--- src/rtl/ysyx_22041211_lsu_pkg.sv ---
// Shared LSU definitions: load/store type codes, strobe patterns, FSM states
// and the alignment rule used by the optional misalignment check.
package ysyx_22041211_lsu_pkg;

  typedef enum logic [2:0] {
    LD_NONE = 3'b000,
    LD_LB   = 3'b001,
    LD_LH   = 3'b010,
    LD_LW   = 3'b011,
    LD_LBU  = 3'b100,
    LD_LHU  = 3'b101
  } load_type_e;

  typedef enum logic [1:0] {
    ST_NONE = 2'b00,
    ST_SB   = 2'b01,
    ST_SH   = 2'b10,
    ST_SW   = 2'b11
  } store_type_e;

  typedef enum logic [1:0] {
    S_IDLE = 2'b00,
    S_REQ  = 2'b01,
    S_WAIT = 2'b10
  } lsu_state_e;

  localparam logic [3:0] STRB_NONE = 4'b0000;
  localparam logic [3:0] STRB_BYTE = 4'b0001;
  localparam logic [3:0] STRB_HALF = 4'b0011;
  localparam logic [3:0] STRB_WORD = 4'b1111;

  // Halfword accesses need an even address, word accesses a word-aligned one.
  function automatic logic is_misaligned(input logic [2:0] load_type,
                                         input logic [1:0] store_type,
                                         input logic [1:0] lane);
    logic w_half;
    logic w_word;
    w_half = (load_type == LD_LH) || (load_type == LD_LHU) || (store_type == ST_SH);
    w_word = (load_type == LD_LW) || (store_type == ST_SW);
    return (w_half && lane[0]) || (w_word && (lane != 2'b00));
  endfunction

endpackage

--- src/rtl/ysyx_22041211_lsu_align.sv ---
// Byte-lane steering for the LSU: picks and extends the loaded byte/half from
// the read word, and replicates store data across lanes with matching strobes.
module ysyx_22041211_lsu_align
  import ysyx_22041211_lsu_pkg::*;
#(
  parameter int DATA_LEN = 32
) (
  input  logic [1:0]          i_lane,
  input  logic [2:0]          i_load_type,
  input  logic [1:0]          i_store_type,
  input  logic [DATA_LEN-1:0] i_rdata,
  input  logic [DATA_LEN-1:0] i_wdata,
  output logic [DATA_LEN-1:0] o_load_data,
  output logic [DATA_LEN-1:0] o_store_data,
  output logic [3:0]          o_wstrb
);

  logic [7:0]  w_byte;
  logic [15:0] w_half;

  // Select the addressed byte and halfword; a half starting in lane 3 only has its low byte.
  always_comb begin
    w_byte = 8'h00;
    w_half = 16'h0000;
    case (i_lane)
      2'd0: begin
        w_byte = i_rdata[7:0];
        w_half = i_rdata[15:0];
      end
      2'd1: begin
        w_byte = i_rdata[15:8];
        w_half = i_rdata[23:8];
      end
      2'd2: begin
        w_byte = i_rdata[23:16];
        w_half = i_rdata[31:16];
      end
      default: begin
        w_byte = i_rdata[31:24];
        w_half = {8'h00, i_rdata[31:24]};
      end
    endcase
  end

  // Sign- or zero-extend the selected data into the register-write value.
  always_comb begin
    o_load_data = '0;
    case (i_load_type)
      LD_LB:   o_load_data = {{(DATA_LEN-8){w_byte[7]}}, w_byte};
      LD_LH:   o_load_data = {{(DATA_LEN-16){w_half[15]}}, w_half};
      LD_LW:   o_load_data = i_rdata;
      LD_LBU:  o_load_data = {{(DATA_LEN-8){1'b0}}, w_byte};
      LD_LHU:  o_load_data = {{(DATA_LEN-16){1'b0}}, w_half};
      default: o_load_data = '0;
    endcase
  end

  // Replicate store data on every lane and enable only the addressed bytes.
  always_comb begin
    o_store_data = '0;
    o_wstrb      = STRB_NONE;
    case (i_store_type)
      ST_SB: begin
        o_store_data = {(DATA_LEN/8){i_wdata[7:0]}};
        o_wstrb      = STRB_BYTE << i_lane;
      end
      ST_SH: begin
        o_store_data = {(DATA_LEN/16){i_wdata[15:0]}};
        o_wstrb      = STRB_HALF << i_lane;
      end
      ST_SW: begin
        o_store_data = i_wdata;
        o_wstrb      = STRB_WORD;
      end
      default: begin
        o_store_data = '0;
        o_wstrb      = STRB_NONE;
      end
    endcase
  end

endmodule

--- src/rtl/ysyx_22041211_lsu.sv ---
// Load/store unit between EX and WB. ALU results pass through in one cycle;
// memory ops run a single outstanding req/gnt/rvalid transaction.
// Optional: define YSYX_22041211_LSU_MISALIGN_CHK_EN to trap misaligned
// half/word accesses locally and report them on err_o.
module ysyx_22041211_lsu
  import ysyx_22041211_lsu_pkg::*;
#(
  parameter int DATA_LEN = 32
) (
  input  logic                clk,
  input  logic                rst,
  input  logic                valid_i,
  output logic                ready_o,
  input  logic                wd_i,
  input  logic [4:0]          wreg_i,
  input  logic [DATA_LEN-1:0] alu_result_i,
  input  logic                mem_wen_i,
  input  logic [DATA_LEN-1:0] mem_wdata_i,
  input  logic [1:0]          store_type_i,
  input  logic [2:0]          load_type_i,
  output logic                valid_o,
  input  logic                ready_i,
  output logic                wd_o,
  output logic [4:0]          wreg_o,
  output logic [DATA_LEN-1:0] wdata_o,
  output logic                mem_req_o,
  output logic                mem_we_o,
  output logic [DATA_LEN-1:0] mem_addr_o,
  output logic [DATA_LEN-1:0] mem_wdata_o,
  output logic [3:0]          mem_wstrb_o,
  input  logic                mem_gnt_i,
  input  logic                mem_rvalid_i,
  input  logic [DATA_LEN-1:0] mem_rdata_i
`ifdef YSYX_22041211_LSU_MISALIGN_CHK_EN
  ,
  output logic                err_o
`endif
);

  lsu_state_e r_state;
  lsu_state_e w_next_state;

  logic                w_transfer;
  logic                w_mem_op;
  logic                w_misalign;
  logic                w_start_mem;
  logic                w_complete;
  logic                w_is_load;
  logic [DATA_LEN-1:0] w_load_data;
  logic [3:0]          w_wstrb;

  logic [DATA_LEN-1:0] r_addr;
  logic [DATA_LEN-1:0] r_st_wdata;
  logic [2:0]          r_load_type;
  logic [1:0]          r_store_type;
  logic                r_we;
  logic                r_op_wd;
  logic [4:0]          r_op_wreg;

  logic                r_valid;
  logic                r_wd;
  logic [4:0]          r_wreg;
  logic [DATA_LEN-1:0] r_wdata;

  assign ready_o     = (r_state == S_IDLE) && (!r_valid || ready_i);
  assign w_transfer  = valid_i && ready_o;
  assign w_mem_op    = (load_type_i != LD_NONE) || mem_wen_i;
`ifdef YSYX_22041211_LSU_MISALIGN_CHK_EN
  assign w_misalign  = w_mem_op &&
                       is_misaligned(load_type_i, mem_wen_i ? store_type_i : ST_NONE,
                                     alu_result_i[1:0]);
`else
  assign w_misalign  = 1'b0;
`endif
  assign w_start_mem = w_transfer && w_mem_op && !w_misalign;
  assign w_is_load   = (r_load_type != LD_NONE);

  // FSM state register; reset abandons any transaction in flight.
  always_ff @(posedge clk or negedge rst) begin
    if (!rst) begin
      r_state <= S_IDLE;
    end else begin
      r_state <= w_next_state;
    end
  end

  // Next state, request strobe and completion detect; rvalid is only honoured after a grant.
  always_comb begin
    w_next_state = r_state;
    w_complete   = 1'b0;
    mem_req_o    = 1'b0;
    case (r_state)
      S_IDLE: begin
        if (w_start_mem) begin
          w_next_state = S_REQ;
        end
      end
      S_REQ: begin
        mem_req_o = 1'b1;
        if (mem_gnt_i) begin
          if (mem_rvalid_i) begin
            w_next_state = S_IDLE;
            w_complete   = 1'b1;
          end else begin
            w_next_state = S_WAIT;
          end
        end
      end
      S_WAIT: begin
        if (mem_rvalid_i) begin
          w_next_state = S_IDLE;
          w_complete   = 1'b1;
        end
      end
      default: begin
        w_next_state = S_IDLE;
      end
    endcase
  end

  // Capture the memory op on transfer so address, data and strobes hold until grant.
  always_ff @(posedge clk or negedge rst) begin
    if (!rst) begin
      r_addr       <= '0;
      r_st_wdata   <= '0;
      r_load_type  <= LD_NONE;
      r_store_type <= ST_NONE;
      r_we         <= 1'b0;
      r_op_wd      <= 1'b0;
      r_op_wreg    <= 5'd0;
    end else if (w_start_mem) begin
      r_addr       <= alu_result_i;
      r_st_wdata   <= mem_wdata_i;
      r_load_type  <= load_type_i;
      r_store_type <= mem_wen_i ? store_type_i : ST_NONE;
      r_we         <= mem_wen_i;
      r_op_wd      <= wd_i;
      r_op_wreg    <= wreg_i;
    end
  end

  ysyx_22041211_lsu_align #(
    .DATA_LEN(DATA_LEN)
  ) u_align (
    .i_lane       (r_addr[1:0]),
    .i_load_type  (r_load_type),
    .i_store_type (r_store_type),
    .i_rdata      (mem_rdata_i),
    .i_wdata      (r_st_wdata),
    .o_load_data  (w_load_data),
    .o_store_data (mem_wdata_o),
    .o_wstrb      (w_wstrb)
  );

  assign mem_addr_o  = {r_addr[DATA_LEN-1:2], 2'b00};
  assign mem_we_o    = mem_req_o && r_we;
  assign mem_wstrb_o = mem_req_o ? w_wstrb : STRB_NONE;

`ifdef YSYX_22041211_LSU_MISALIGN_CHK_EN
  logic r_err;
  assign err_o = r_err;
`endif

  // WB output register: loaded by a pass-through/trapped op or a memory completion, held until consumed.
  always_ff @(posedge clk or negedge rst) begin
    if (!rst) begin
      r_valid <= 1'b0;
      r_wd    <= 1'b0;
      r_wreg  <= 5'd0;
      r_wdata <= '0;
`ifdef YSYX_22041211_LSU_MISALIGN_CHK_EN
      r_err   <= 1'b0;
`endif
    end else if (w_transfer && (!w_mem_op || w_misalign)) begin
      r_valid <= 1'b1;
      r_wd    <= wd_i && !w_misalign;
      r_wreg  <= wreg_i;
      r_wdata <= w_misalign ? '0 : alu_result_i;
`ifdef YSYX_22041211_LSU_MISALIGN_CHK_EN
      r_err   <= w_misalign;
`endif
    end else if (w_complete) begin
      r_valid <= 1'b1;
      r_wd    <= w_is_load && r_op_wd;
      r_wreg  <= r_op_wreg;
      r_wdata <= w_is_load ? w_load_data : '0;
`ifdef YSYX_22041211_LSU_MISALIGN_CHK_EN
      r_err   <= 1'b0;
`endif
    end else if (ready_i) begin
      r_valid <= 1'b0;
`ifdef YSYX_22041211_LSU_MISALIGN_CHK_EN
      r_err   <= 1'b0;
`endif
    end
  end

  assign valid_o = r_valid;
  assign wd_o    = r_wd;
  assign wreg_o  = r_wreg;
  assign wdata_o = r_wdata;

endmodule

--- config.mk ---
export PLATFORM = sky130hd
export DESIGN_NAME = ysyx_22041211_lsu
export DESIGN_NICKNAME = d
export VERILOG_FILES = /design/src/rtl/ysyx_22041211_lsu_pkg.sv /design/src/rtl/ysyx_22041211_lsu_align.sv /design/src/rtl/ysyx_22041211_lsu.sv
export SDC_FILE = /design/constraint.sdc
export NUM_CORES = 1
export LEC_CHECK = 0
export CELL_PAD_IN_SITES_DETAIL_PLACEMENT = 0
export CELL_PAD_IN_SITES_GLOBAL_PLACEMENT = 1
export CORE_MARGIN = 4
export CORE_UTILIZATION = 46
export DETAILED_ROUTE_END_ITERATION = 12
export DONT_BUFFER_PORTS = 1
export GPL_TIMING_DRIVEN = 0
export PLACE_DENSITY = 0.87
export SETUP_SLACK_MARGIN = 0.4
export SLEW_MARGIN = 20
export SYNTH_ARGS = -nofsm -noshare
export SYNTH_HDL_FRONTEND = slang
export SYNTH_SLANG_ARGS = --single-unit
--- constraint.sdc ---
create_clock -name clk -period 2.5 [get_ports clk]
set_input_delay 0.125 -clock clk [delete_from_list [all_inputs] [get_ports clk]]
set_output_delay 0.125 -clock clk [all_outputs]
set_load 0.02 [all_outputs]
== After elaboration in Yosys (flattened, before gate mapping) ==
Index checks and enable logic that the tools add are counted.

* Bits of input ports: 114
* Word-level logic and storage cells: 72
* Flip-flop bits (word level): 117

* Reduce and logical (&&, ||, !) cells: 17
* Multiplexer cells: 26
* Shifts and indexed selects: 2
* Equality and inequality tests: 15

{| class="wikitable"
|+ Operator list
! cell !! count
|-
| 32-bit case mux with 5 select lines || 1
|-
| 32-bit two-way mux || 3
|-
| 32-bit case mux with 3 select lines || 1
|-
| 16-bit case mux with 3 select lines || 1
|-
| 8-bit case mux with 3 select lines || 1
|-
| 4-bit case mux with 3 select lines || 1
|-
| 2-bit two-way mux || 5
|-
| 5-bit two-way mux || 2
|-
| 3-bit nonzero test || 3
|-
| 2-bit == test (second input constant) || 4
|-
| 1-bit two-way mux || 8
|-
| 2-bit by 1-bit == test with 1-bit output (second input constant) || 3
|-
| 3-bit by 2-bit == test with 1-bit output (second input constant) || 2
|-
| 3-bit == test (second input constant) || 2
|-
| 1-bit logical AND || 6
|-
| 2-bit != test (second input constant) || 3
|-
| 2-bit case mux with 3 select lines || 1
|-
| 2-bit logical NOT || 2
|-
| 4-bit two-way mux || 1
|-
| 1-bit by 2-bit left shift with 4-bit output (first input constant) || 1
|-
| 2-bit by 2-bit left shift with 4-bit output (first input constant) || 1
|-
| 3-bit by 1-bit == test with 1-bit output (second input constant) || 1
|-
| 3-bit AND reduction || 1
|-
| 1-bit logical NOT || 2
|-
| other kinds (3) || 4
|}

== Logic depth before layout (Yosys ltp) ==
* Depth after elaboration: 7
* Depth in mapped cells: 9
* Depth with buffers taken out: 6

== Modules after synthesis ==
A second synthesis with hierarchy kept.

* Cells, all modules: 764
* Area total of the unflattened synthesis: 6,642.6 um^2

{| class="wikitable"
|+ By module, submodules not included
! module !! cells an instance !! seq. area each (um^2) !! area each (um^2) !! times used
|-
| ysyx_22041211_lsu || 518 || 2,927.8 || 5,074.9 || 1
|-
| ysyx_22041211_lsu_align || 246 || 0.0 || 1,567.8 || 1
|}

== Least setup slack after synthesis ==
Ideal clock, no wire load.

* Kind: register to register
* From: register r_state[0]
* To: register r_wdata[21] (netlist: wdata_o[21])
* Cell stages (with the launch flop): 10
* Data arrival time: 1.902 ns
* Path slack: 0.516 ns
* Cells stage by stage: dfrtp_1 > inv_1 > ha_1 > clkbuf_1 > and4_1 > buf_2 > or4_4 > buf_6 > buf_6 > o22ai_1

* Longest elaborated chain between the ends: 5
* Elaborated cells between the ends (all ways): 9
* Classes of those cells: eq/ne: 2; mux: 2; reduce/logical: 5

{| class="wikitable"
|+ Ends and longest elaborated chain
! element !! RTL line !! source
|-
| from (decl) || ysyx_22041211_lsu.sv:40 || <nowiki>lsu_state_e r_state;</nowiki>
|-
| from (signal assigned) || ysyx_22041211_lsu.sv:83 || <nowiki>r_state <= w_next_state;</nowiki>
|-
| parallel branches: the longest is 5 deep, another holds 2-bit == test || -- ||
|-
| to (signal assigned) || ysyx_22041211_lsu.sv:178 || <nowiki>r_wdata <= w_misalign ? '0 : alu_result_i;</nowiki>
|-
| to (signal assigned) || ysyx_22041211_lsu.sv:186 || <nowiki>r_wdata <= w_is_load ? w_load_data : '0;</nowiki>
|-
| to (decl) || ysyx_22041211_lsu.sv:63 || <nowiki>logic [DATA_LEN-1:0] r_wdata;</nowiki>
|}

Parallel ways; which one is timed is not known.
A chain may end at the register's enable or synchronous reset.

== Worst setup path in the final report ==
* From: register r_state[1]
* To: register r_wdata[26] (netlist: wdata_o[26])

Same word-level chain as after synthesis.

==> impl_metrics.json <==
{
  "status": "finished, violations left",
  "violations": "negative hold slack",
  "clk_pin_slew_ps": 60,
  "fin_setup_tns_ps": 0,
  "sw_frac_of_total_pct": 42.5,
  "gr-total-overflow": 0,
  "final_area_um2": 8700,
  "drc": 0,
  "reg2reg_slack_ps": 400,
  "die_x_um": 126,
  "drt_iter0_drc": 400,
  "cp_max_fo": 8,
  "max_freq_mhz": 475,
  "rr_endpoint": "wdata_o[26]",
  "p_sw_w": 0.00514,
  "period_minus_slack_ps": 2100,
  "end_kind": "register",
  "dp_hpwl_mm": 14.4,
  "clockBufferDepth": 2,
  "placed_cells": 790,
  "cts_tree": "done",
  "synth_seq_area_share_pct": 45.7,
  "ir_drop_uv": 835,
  "drive_gt1_share_pct": 33.4,
  "power.internal_w": 0.00695,
  "crit_required_ps": 2830,
  "cts_buffers": 17,
  "grt_pass1_wl_mm": 32.6,
  "dr.pass1.iters": 5,
  "h-tree-depth": 4,
  "layout_common_cells": "dfrtp_1 (117), dlygate4sd3_1 (98), mux2_2 (72), buf_4 (50), nand2_1 (42)",
  "fillers": 1012,
  "final_antenna_net_count": 0,
  "routed_wl_mm": 21.3,
  "antenna_found_initial": 0,
  "gp_congestion": 0.890,
  "cap_viol_max_count": 0,
  "clock_latency_ps": 420,
  "track_usage_pct": 26.1,
  "drv_slew": 0,
  "core-area_um2": 13500,
  "synth_cell_types": 50,
  "reg2regPathDepth": 9,
  "rsz0062_at_grt": "yes",
  "clock-root-buffer": "clkbuf_16",
  "die_y_um": 126,
  "ys_warn_count": 0,
  "port_buffers": 0,
  "start_util_pct": 47.6,
  "yosys_most_used_dff": "dfrtp_1",
  "final_common_cell": "dfrtp_1",
  "timing.rr.start": "r_state[1]",
  "diodes": 0,
  "arrival_ps": 2440,
  "rows": 42,
  "ys_seq_elements": 117,
  "post-route-period-util_pct": 84.2,
  "fin_cells": 931,
  "place_area_um2": 6630,
  "power.share.clock_pct": 19.2,
  "slew_headroom_pct": 51.8,
  "hold_buffers": 98,
  "critical_path_class": "reg -> reg",
  "postSynthCellCount": 613,
  "cts_sinks": 117,
  "via_count": 5675,
  "setup_viol": 0,
  "vias_per_cell": 6.10,
  "synth_area_um2": 6410,
  "dieArea_um2": 15900,
  "multiInputGateArea_um2": 3300,
  "first_global_vias": 5804,
  "syn_to_final_growth_pct": 35.8,
  "synth_edf_count": 0,
  "seq_area_um2": 2930,
  "avgSynthCellArea_um2": 10.5,
  "wl_per_cell_um": 22.9,
  "seqPwrFrac_pct": 32.0,
  "hold_class": "in -> async",
  "hold_viol_final": 117,
  "hold_slack_ps": -598,
  "synthArstFlopShare_pct": 100,
  "startpoint_type": "register",
  "p_total_w": 0.0121,
  "power_frac_comb_pct": 48.8,
  "grt_max_degree": 118,
  "io_pins": 224,
  "nets": 865,
  "fin_skew_ps": 7.42,
  "p_leak_nw": 3.58,
  "power_per_cell_area_nw_per_um2": 1390,
  "worst_pin_slew_ps": 713
}
==> how the worst max path moves through the flow <==
stage | end | slack (ps) | startpoint
after floorplan | wdata_o[21] | 520 | r_state[0]
after global placement | wdata_o[7] | 20 | r_state[0]
after detailed placement | wdata_o[7] | 50 | r_state[0]
after CTS | mem_wstrb_o[2] | 310 | r_addr[0]
after global routing | mem_wdata_o[6] | 310 | r_store_type[0]
final | wdata_o[26] | 400 | r_state[1]
==> critical path, cell delays in order, from the launching register on <==
cell,delay (ps)
dfrtp_1,370
inv_2,80
ha_4,160
buf_8,120
and4_4,140
buf_6,130
or4_4,510
buf_8,160
clkbuf_16,160
o22ai_1,190
==> sequential cells by signal, summed over array words and instances (netlist names) <==
register	flops
wdata_o	32
r_op_wd	1
r_load_type	3
r_store_type	2
wreg_o	5
r_state	2
valid_o	1
r_op_wreg	5
r_st_wdata	32
wd_o	1
r_addr	32
r_we	1
==> what timing repair did <==
item	in CTS	in global routing
pin swaps	2	6
endpoints found under the hold margin	233	117
buffers inserted	4	8
resized for setup	50	76
endpoints found under the setup margin	140	123
gates cloned	0	1
==> power by group through the flow <==
stage	clock network, W	registers (W)	logic (W)
2_1_floorplan	0	0.00361	0.00405
3_3_place_gp	0	0.00380	0.00473
3_5_place_dp	0	0.00386	0.00487
4_1_cts	0.00235	0.00384	0.00532
5_1_grt	0.00244	0.00398	0.00632
6_report	0.00232	0.00387	0.00590
==> metal layers <==
layer | share of wire (%) | up-vias | global-route usage, %
met1 | 38 | 2793 | 32.4
met4 | 3.6 | 0 | 11.6
met2 | 49 | 342 | 42.0
met5 | 0 | - | 0
met3 | 9.7 | 71 | 8.38
li1 | - | 2469 | -
==> cells by family after synthesis <==
kind of cell             count (synthesis)  share of synthesized area, %
adder cells (fa/ha/maj)                  7                          1.37
other                                    1                        0.0585
buffers and inverters                   91                          7.85
AO/OA/AOI/OAI                          173                          17.8
flip-flops                             117                          45.7
multiplexers                            88                          16.7
AND/OR/NAND/NOR                        136                          10.5
==> cell usage after synthesis, types with 3 or more instances <==
cell type	number	area [µm²]
dfrtp_1	117	2930
mux2_2	72	811
a21oi_1	51	255
nor2_1	44	165
nand2_1	42	158
buf_4	33	248
o22ai_1	31	194
clkbuf_1	26	97.6
a211oi_1	23	173
and2_1	21	131
buf_2	18	90.1
o21ai_0	18	90.1
a22o_1	10	87.6
a31oi_1	9	56.3
inv_1	9	33.8
a22oi_1	8	60.1
mux2i_1	8	80.1
mux4_2	8	180
ha_1	7	87.6
o2bb2ai_1	7	61.3
o2111a_1	6	67.6
nand3_1	4	20.0
nor2b_1	4	25.0
and3b_1	3	26.3
buf_1	3	11.3
nand3b_1	3	22.5
==> through the flow <==
stage	setup WS (ps)	hold WS [ps]	util (%)
after floorplan	516	-171	-
after global placement	18.9	-165	49.3
after detailed placement	45.2	-165	49.3
after CTS	307	-608	62.1
after global routing	308	-613	64.7
final	396	-598	64.7
==> layout make-up <==
type / instances / area share [%]
Sequential cell: 117 / 33.6
Inverter: 9 / 0.388
Multi-Input combinational cell: 406 / 38.0
Clock inverter: 10 / 1.25
Timing Repair Buffer: 111 / 12.6
Tap cell: 176 / 2.53
Buffer: 82 / 6.48
Clock buffer: 20 / 5.13
No activity file was read; power rests on OpenSTA's default activity.
